--- config.mk ---
export PLATFORM = sky130hd
export DESIGN_NAME = stream_mux_rr
export DESIGN_NICKNAME = d
export VERILOG_FILES = /design/src/rtl/stream_mux_rr.sv
export SDC_FILE = /design/constraint.sdc
export NUM_CORES = 1
export LEC_CHECK = 0
export ABC_AREA = 1
export BUFFER_PORTS_ARGS = -buffer_cell sky130_fd_sc_hd__clkbuf_2
export CORE_ASPECT_RATIO = 1.2
export CORE_UTILIZATION = 32
export DETAILED_ROUTE_END_ITERATION = 12
export PLACE_DENSITY_LB_ADDON = 0.05
export SKIP_CTS_REPAIR_TIMING = 1
export SLEW_MARGIN = 25
export SYNTH_ARGS = -nofsm -noshare
export SYNTH_HDL_FRONTEND = slang
export SYNTH_SLANG_ARGS = --single-unit
--- constraint.sdc ---
create_clock -name clk -period 5.05 [get_ports clk]
set_input_delay 1.515 -clock clk [delete_from_list [all_inputs] [get_ports clk]]
set_output_delay 1.515 -clock clk [all_outputs]
set_load 0.03 [all_outputs]
--- src/rtl/stream_mux_rr.sv ---
// Registered N-to-1 stream multiplexer with valid/ready handshake.
// Channels are granted either by an external select or by round-robin
// starting at the channel after the last one granted; the single output
// register supports full-throughput pass-through and downstream backpressure.
module stream_mux_rr #(
  parameter int unsigned DATA_WIDTH = 35,
  parameter int unsigned NUM_CH     = 4,
  parameter int unsigned SEL_W      = 2
) (
  input  logic                         clk,
  input  logic                         reset,
  input  logic                         enable,
  input  logic                         mode,
  input  logic [SEL_W-1:0]             select,
  input  logic [NUM_CH*DATA_WIDTH-1:0] in_data,
  input  logic [NUM_CH-1:0]            in_valid,
  output logic [NUM_CH-1:0]            in_ready,
  output logic [DATA_WIDTH-1:0]        out_data,
  output logic [SEL_W-1:0]             out_ch,
  output logic                         out_valid,
  input  logic                         out_ready
);

  localparam int unsigned     SEL_N   = 2 ** SEL_W;
  localparam logic [SEL_W-1:0] LAST_CH = SEL_W'(NUM_CH - 1);

  typedef enum logic {
    ST_EMPTY = 1'b0,
    ST_FULL  = 1'b1
  } state_e;

  state_e                  state_q, state_d;
  logic [DATA_WIDTH-1:0]   data_q, data_d;
  logic [SEL_W-1:0]        ch_q, ch_d;
  logic [SEL_W-1:0]        rr_ptr_q, rr_ptr_d;

  logic [SEL_N-1:0]        valid_pad;
  logic [DATA_WIDTH-1:0]   ch_data [SEL_N];
  logic                    sel_in_range;
  logic [SEL_W-1:0]        rr_grant;
  logic                    rr_found;
  int unsigned             rr_idx;
  logic [SEL_W-1:0]        grant;
  logic                    grant_valid;
  logic                    slot_free;
  logic                    accept;

  // Pad valids and channel words to the full select range so any index is safe
  assign valid_pad = SEL_N'(in_valid);

  for (genvar g = 0; g < SEL_N; g++) begin : g_unpack
    if (g < NUM_CH) begin : g_live
      assign ch_data[g] = in_data[g*DATA_WIDTH +: DATA_WIDTH];
    end else begin : g_pad
      assign ch_data[g] = '0;
    end
  end

  assign sel_in_range = (32'(select) < NUM_CH);

  // Round-robin search: first valid channel at or after rr_ptr, wrapping
  always_comb begin
    rr_grant = '0;
    rr_found = 1'b0;
    rr_idx   = 0;
    for (int unsigned k = 0; k < NUM_CH; k++) begin
      rr_idx = (32'(rr_ptr_q) + k) % NUM_CH;
      if (!rr_found && valid_pad[SEL_W'(rr_idx)]) begin
        rr_found = 1'b1;
        rr_grant = SEL_W'(rr_idx);
      end
    end
  end

  // Grant source selection; out-of-range fixed select grants nothing
  always_comb begin
    grant       = select;
    grant_valid = sel_in_range && valid_pad[select];
    if (mode) begin
      grant       = rr_grant;
      grant_valid = rr_found;
    end
  end

  assign slot_free = (state_q == ST_EMPTY) || out_ready;
  assign accept    = enable && slot_free && grant_valid && !reset;

  // One-hot (or zero) accept strobe back to the granted channel
  always_comb begin
    in_ready = '0;
    for (int unsigned i = 0; i < NUM_CH; i++) begin
      in_ready[i] = accept && (grant == SEL_W'(i));
    end
  end

  // Output register state and datapath next-state
  always_comb begin
    state_d  = state_q;
    data_d   = data_q;
    ch_d     = ch_q;
    rr_ptr_d = rr_ptr_q;
    case (state_q)
      ST_EMPTY: if (accept) state_d = ST_FULL;
      ST_FULL:  if (!accept && out_ready) state_d = ST_EMPTY;
      default:  state_d = ST_EMPTY;
    endcase
    if (accept) begin
      data_d   = ch_data[grant];
      ch_d     = grant;
      rr_ptr_d = (grant == LAST_CH) ? '0 : grant + SEL_W'(1);
    end
  end

  // State and output registers; reset discards any held word
  always_ff @(posedge clk or posedge reset) begin
    if (reset) begin
      state_q  <= ST_EMPTY;
      data_q   <= '0;
      ch_q     <= '0;
      rr_ptr_q <= '0;
    end else begin
      state_q  <= state_d;
      data_q   <= data_d;
      ch_q     <= ch_d;
      rr_ptr_q <= rr_ptr_d;
    end
  end

  assign out_valid = (state_q == ST_FULL);
  assign out_data  = data_q;
  assign out_ch    = ch_q;

endmodule
==> flow_metrics.py, run 1 <==
metrics = {
    "synth": {
        "synth_fa_ha_area_frac": 0,
        "synth_top_family_by_area": "simple AND/OR/NAND/NOR gates",
        "synth_simple_gate_area_frac": 0.591,
        "syn_inst": 589,
        "syn_nets": 740,
        "syn_area_um2": 3370,
        "synthXorXnorAreaFrac": 0,
        "synthDistinctLibCells": 26,
        "synth_compound_area_frac": 0.0208,
        "synth_seq_cells": 40,
        "avgSynthCellArea_um2": 5.73,
        "synth.yosys.warnings": 0,
        "muxShareOfSynthArea": 0,
        "ys_seq_area_frac": 0.297,
    },
    "final_layout": {
        "final_nets": 913,
        "syn_to_final_growth_pct": 33.5,
        "layout-drive-gt1-share": 0.312,
        "design_area_um2": 4500,
        "fin_cells": 889,
        "post-route-util": 0.446,
        "diodes": 0,
    },
    "sta": {
        "period_share": 0.920,
        "hold_viol_final": 0,
        "finalSetupViolCount": 0,
        "slew_headroom": 0.344,
        "fin_worst_skew_ps": 3.27,
        "holdWs_ps": 475,
        "setup_tns_ps": 0,
        "fmax_mhz": 215,
        "tightest_slew_ps": 982,
        "maxSlewViolCount": 0,
        "grt_setup_unrepaired": "false",
        "period_minus_slack_ps": 4650,
    },
    "detailed_routing": {
        "final_antenna_net_count": 0,
        "vias_per_cell": 4.70,
        "firstDrtPassIters": 5,
        "num_vias": 4175,
        "drt_iter0_drc": 123,
        "drc": 0,
        "wl_mm": 10.8,
        "avgRoutedWirePerCell_um": 12.2,
    },
    "placement": {
        "gp_congestion": 0.879,
        "port_buffers": 192,
        "dpl_cell_area_um2": 4360,
        "dp_cells": 881,
        "dp_hpwl_mm": 8.08,
    },
    "critical_path": {
        "cp-end-kind": "output pin",
        "worstSetupPathType": "input pin to output pin",
        "cp_slowest_cell": "clkbuf_2",
        "crit_fanout": 20,
        "required_ps": 3540,
        "cpPeakStageDelay_ps": 250,
        "crit_chain": "clkbuf_2 -> inv_1 -> nand2_1 -> nand3_1 -> nand2_1 -> nor2_2 -> nand3_1 -> nand3_1 -> nor2_1 -> nor2_4 -> buf_4 -> nor3_1 -> clkbuf_2",
        "critPathLaunchType": "input pin",
        "crit_path_frequent_cell": "nand3_1",
        "cp.arrival_ps": 3130,
    },
    "hold_path": {
        "hold_class": "flop to flop",
    },
    "clock_tree": {
        "numClockSinks": 40,
        "cts.htree.levels": 2,
        "clock-root-buffer": "clkbuf_16",
        "clkTransAtPathRegs_ps": 60,
        "cts_tree": "done",
        "cts_max_path_buffers": 2,
        "clk-insertion-delay-late_ps": 280,
        "cts_inserted_buffers": 5,
    },
    "floorplanning": {
        "fp.dieW_um": 95.7,
        "fp.coreArea_um2": 10100,
        "dieArea_um2": 11000,
        "ios": 193,
        "fp.dieH_um": 114,
        "start_util": 0.334,
        "rows": 40,
    },
    "power": {
        "power.density_nw_per_um2": 557,
        "comb_power_share": 0.654,
        "p_sw_uw": 1350,
        "switching_share": 0.538,
        "peakVddDrop_mv": 0.201,
        "pwr-share-seq": 0.220,
        "pwr-share-clk": 0.126,
        "cellLeakagePower_uw": 0.00291,
        "internal_power_uw": 1160,
    },
    "global_routing": {
        "antenna_found_initial": 0,
        "grt_max_degree": 71,
        "grt_usage": 0.199,
        "grt_pass1_vias": 3925,
        "grt-ovfl-total": 0,
        "grt_pass1_wl_mm": 17.4,
    },
    "outcome": {
        "status": "finished clean",
    },
    "run": {
        "max_cap_viol_count": 0,
    },
}
## kinds of logic (layout without fill, tap and decap cells)
| logic type | after synthesis | in the layout |
|---|---|---|
| AND/OR/NAND/NOR | 486 | 486 |
| buffers and inverters | 54 | 228 |
| flip-flops | 40 | 40 |
| AO/OA/AOI/OAI | 9 | 9 |
## cell type report
class                           instances  area [um2]
Multi-Input combinational cell        495        2080
Clock buffer                            8         146
Fill cell                            1163        5610
Timing Repair Buffer                  203        1040
Inverter                               17        72.6
Tap cell                              126         158
Sequential cell                        40        1000
## final timing paths
check,startpoint,endpoint,slack (ps),depth (start not counted)
worst max-delay path,in_valid[3],in_ready[0],400,13
worst min-delay path,out_data[20],out_data[20],470,2
worst max register to register,rr_ptr_q[0],out_data[29],2310,13
worst min register to register,out_data[20],out_data[20],470,2
max in group asynchronous,reset,out_data[10],3260,3
min in group asynchronous,reset,out_data[21],1420,3
## registers in the layout, indices dropped and copies added, names as in the netlist
name,flops
out_ch,2
out_data,35
out_valid,1
rr_ptr_q,2
## synthesized netlist by cell type (all sizes together)
cell       n  area [um2]
o211ai     2        20.0
clkbuf    10        37.5
o2111ai    1        8.76
nor2       5        26.3
nand4      4        31.3
a21oi      1        5.00
or2        1        6.26
buf       27         204
nand3     81         410
o21ai      5        36.3
nand2    393        1510
nor3       2        10.0
dfrtp     40        1000
inv       17        68.8
## cells in the final DEF, fill, tap and decap left out
cell type and count:
inv_6 1, o2111ai_1 1, nor2_1 2, clkbuf_16 5
buf_4 11, or2_2 1, o211ai_1 1, nor2_4 1
nand2_2 14, clkbuf_2 192, nor2_2 2, nand4_4 1
nand2_1 379, nand4_1 3, o21ai_0 3, clkbuf_8 1
dfrtp_1 40, nand3_1 79, nor3_1 2, inv_2 4
o21ai_1 1, o21ai_4 1, clkinvlp_4 1, a21oi_1 1
o211ai_2 1, clkbuf_1 2, nand3_2 2, inv_1 11
## routing by layer
metal	track usage	part of all wire	up-vias
met3	0.0332	0.057	13
li1	-	-	2168
met1	0.231	0.43	1871
met5	0	0	-
met4	0.0557	0.015	0
met2	0.370	0.50	123
## worst max-delay path, delay by kind of cell
family                 cells  cell delay (ps)
buffers and inverters      4              620
AND/OR/NAND/NOR            9             1010
## metrics by stage
stage          setup slack, ps  power (uW)
6_report                   402        2510
5_1_grt                    236        2760
4_1_cts                    429        2540
3_5_place_dp               433        2200
3_3_place_gp               474        2200
2_1_floorplan              138        1840
## power groups by stage
stage	sequential, uW	clock, uW	combinational (uW)
floorplan	793	0	1050
global placement	551	0	1650
detailed placement	553	0	1650
CTS	551	331	1660
global route	568	340	1850
finish	552	317	1640
Note: power is estimated with default switching activity, not from simulation.
==> inputs of run 2 (changes only) <==
Settings changed: ABC_AREA 1 to 0, BUFFER_PORTS_ARGS -buffer_cell sky130_fd_sc_hd__clkbuf_2 to default, DONT_BUFFER_PORTS from default to 1.
Clock period 5.05 ns to 3.7 ns, I/O delays scaled along.
==> run 2 against run 1 <==
Compared with the run above:
- combinational power down 69%
- critical path type unchanged
- critical path depth down 6
- final area down 34%
- sequential power up 75%
- largest power group is now sequential cells
==> flow_metrics.py, run 2 <==
metrics = {
    "synth": {
        "avgSynthCellArea_um2": 11.3,
        "ys_seq_area_frac": 0.363,
        "syn_area_um2": 2750,
        "synthDistinctLibCells": 32,
        "async_reset_ff_frac": 1.00,
        "ys.flop_type": "dfrtp_1",
        "synth_area_leaders": "dfrtp_1 36%, mux2i_1 25%, o221ai_2 15%",
        "synth_largest_area_cell": "dfrtp_1",
        "synth.most_common_cell": "mux2i_1",
        "syn_inst": 243,
        "synth.yosys.warnings": 0,
        "synth_common_cells": "70 x mux2i_1, 40 x dfrtp_1, 40 x nand2_1",
        "synth_seq_cells": 40,
        "synth_edf_count": 0,
        "yosys.area.top_type_share": 0.363,
        "syn_nets": 394,
    },
    "sta": {
        "maxSlewViolCount": 0,
        "slew_headroom": 0.553,
        "period_share": 0.954,
        "tightest_slew_ps": 671,
        "period_minus_slack_ps": 3530,
        "fmax_mhz": 283,
        "hold_viol_final": 0,
        "setup_tns_ps": 0,
        "finalSetupViolCount": 0,
        "fin_worst_skew_ps": 4.44,
        "grt_setup_unrepaired": "false",
        "finalWorstSetupSlack_ps": 171,
    },
    "final_layout": {
        "ff_latch_area_um2": 1000,
        "largest_reg_flops": 35,
        "design_area_um2": 2980,
        "layout_commonest_cell": "mux2i_1",
        "final_nets": 395,
        "num-fill-cells": 825,
        "diodes": 0,
        "multi_input_area_um2": 1620,
        "fin_cells": 359,
        "post-route-util": 0.361,
        "syn_to_final_growth_pct": 8.13,
        "layout_common_cells": "70 x mux2i_1, 40 x nand2_1, 40 x dfrtp_1, 28 x o221ai_2, 15 x buf_4",
        "layout-drive-gt1-share": 0.241,
    },
    "floorplanning": {
        "dieArea_um2": 8980,
        "fp.coreArea_um2": 8240,
        "ios": 193,
        "rows": 36,
        "fp.dieW_um": 86.7,
        "fp.dieH_um": 104,
        "start_util": 0.334,
    },
    "critical_path": {
        "rr_startpoint": "rr_ptr_q[0]",
        "reg2reg_slack_ps": 1530,
        "cp.arrival_ps": 2420,
        "cp-end-kind": "output pin",
        "required_ps": 2590,
        "worstSetupPathType": "input pin to output pin",
        "cp-startpoint": "select[0]",
        "crit_fanout": 7,
        "critPathLaunchType": "input pin",
    },
    "clock_tree": {
        "clk-insertion-delay-late_ps": 290,
        "cts_tree": "done",
        "clock-root-buffer": "clkbuf_8",
        "cts_max_path_buffers": 2,
        "cts.htree.levels": 2,
        "clkTransAtPathRegs_ps": 80,
        "numClockSinks": 40,
        "cts_inserted_buffers": 5,
    },
    "global_routing": {
        "use_met3": 0.0414,
        "antenna_found_initial": 0,
        "grt_max_degree": 44,
        "top_usage_layer": "met2",
        "grt_pass1_wl_mm": 10.8,
        "grt-ovfl-total": 0,
        "grt_usage": 0.156,
        "met1_usage": 0.169,
        "grt_util_met2": 0.290,
        "grt_pass1_vias": 2072,
    },
    "placement": {
        "dp_cells": 351,
        "dp_hpwl_mm": 5.28,
        "dpl_cell_area_um2": 2890,
        "preCtsSetupSlack_ps": 166,
        "port_buffers": 0,
        "gp_congestion": 0.661,
    },
    "detailed_routing": {
        "avgRoutedWirePerCell_um": 19.3,
        "drt_iter0_drc": 74,
        "firstDrtPassIters": 4,
        "vias_per_cell": 5.55,
        "num_vias": 1992,
        "wl_mm": 6.93,
        "drc": 0,
        "final_antenna_net_count": 0,
    },
    "hold_path": {
        "hp-start": "rr_ptr_q[0]",
        "hold_class": "flop to flop",
    },
    "power": {
        "peakVddDrop_mv": 0.216,
        "power.density_nw_per_um2": 598,
        "cellLeakagePower_uw": 0.00132,
    },
    "outcome": {
        "status": "finished clean",
    },
    "run": {
        "max_cap_viol_count": 0,
    },
}
## run 2: changes by cell type after synthesis, sizes merged, moves of 3 or more
cell and delta:
nand2b +4, clkbuf -6, nand4 -3, nand2 -353
o221ai +36, inv -14, buf -10, nand3 -80
mux2i +70, nor2b +3
## run 2: logic make-up (layout without fill, tap and decap cells)
kind of cell	after synthesis	in the layout	synth area share
and+or+nand+nor	58	58	0.0959
xor gates and xnor gates	1	1	0.00318
muxes	72	72	0.267
DFF	40	40	0.363
buffers and inverters	24	26	0.0572
AOI/OAI and AO/OA	48	48	0.214
## run 2: power by group
group          leakage [uW]  total [uW]  internal [uW]  switching, uW
Clock             0.0000455         304            152            151
Combinational      0.000777         507            248            260
Sequential         0.000495         968            574            394
Total               0.00132        1780            974            805
## run 2: through the flow
| step | hold slack [ps] | total power (uW) |
|---|---|---|
| after floorplan | 525 | 1390 |
| after global placement | 578 | 1500 |
| after detailed placement | 589 | 1500 |
| after CTS | 610 | 1820 |
| after global routing | 647 | 1900 |
| final | 606 | 1780 |
## run 2: worst max-delay path, stage by stage
cell and delay (ps):
mux4_2 480, a2bb2oi_2 160, nand4_4 120, buf_4 160
nand2b_2 150, nor2_1 50, buf_4 180
## run 2: metal layers
layer  vias up  share of wire
met5         -              0
met1       958           0.37
li1        927              -
met3         8          0.074
met2        99           0.55
met4         0          0.013
## run 2: area by class of cell
| type | count | share of cell area |
|---|---|---|
| inverters | 3 | 0.00504 |
| multi-input cells | 179 | 0.543 |
| repair buffers | 15 | 0.0378 |
| flip-flops and latches | 40 | 0.336 |
| well taps | 114 | 0.0479 |
| clock buffers | 8 | 0.0303 |
## run 2: worst paths after layout
check                                    end  cells past startpoint
worst max register to register  out_data[14]                      6
worst min register to register   rr_ptr_q[0]                      2
worst min-delay path             rr_ptr_q[0]                      2
min in group asynchronous       out_data[16]                      2
worst max-delay path             in_ready[3]                      7
max in group asynchronous        out_data[3]                      2
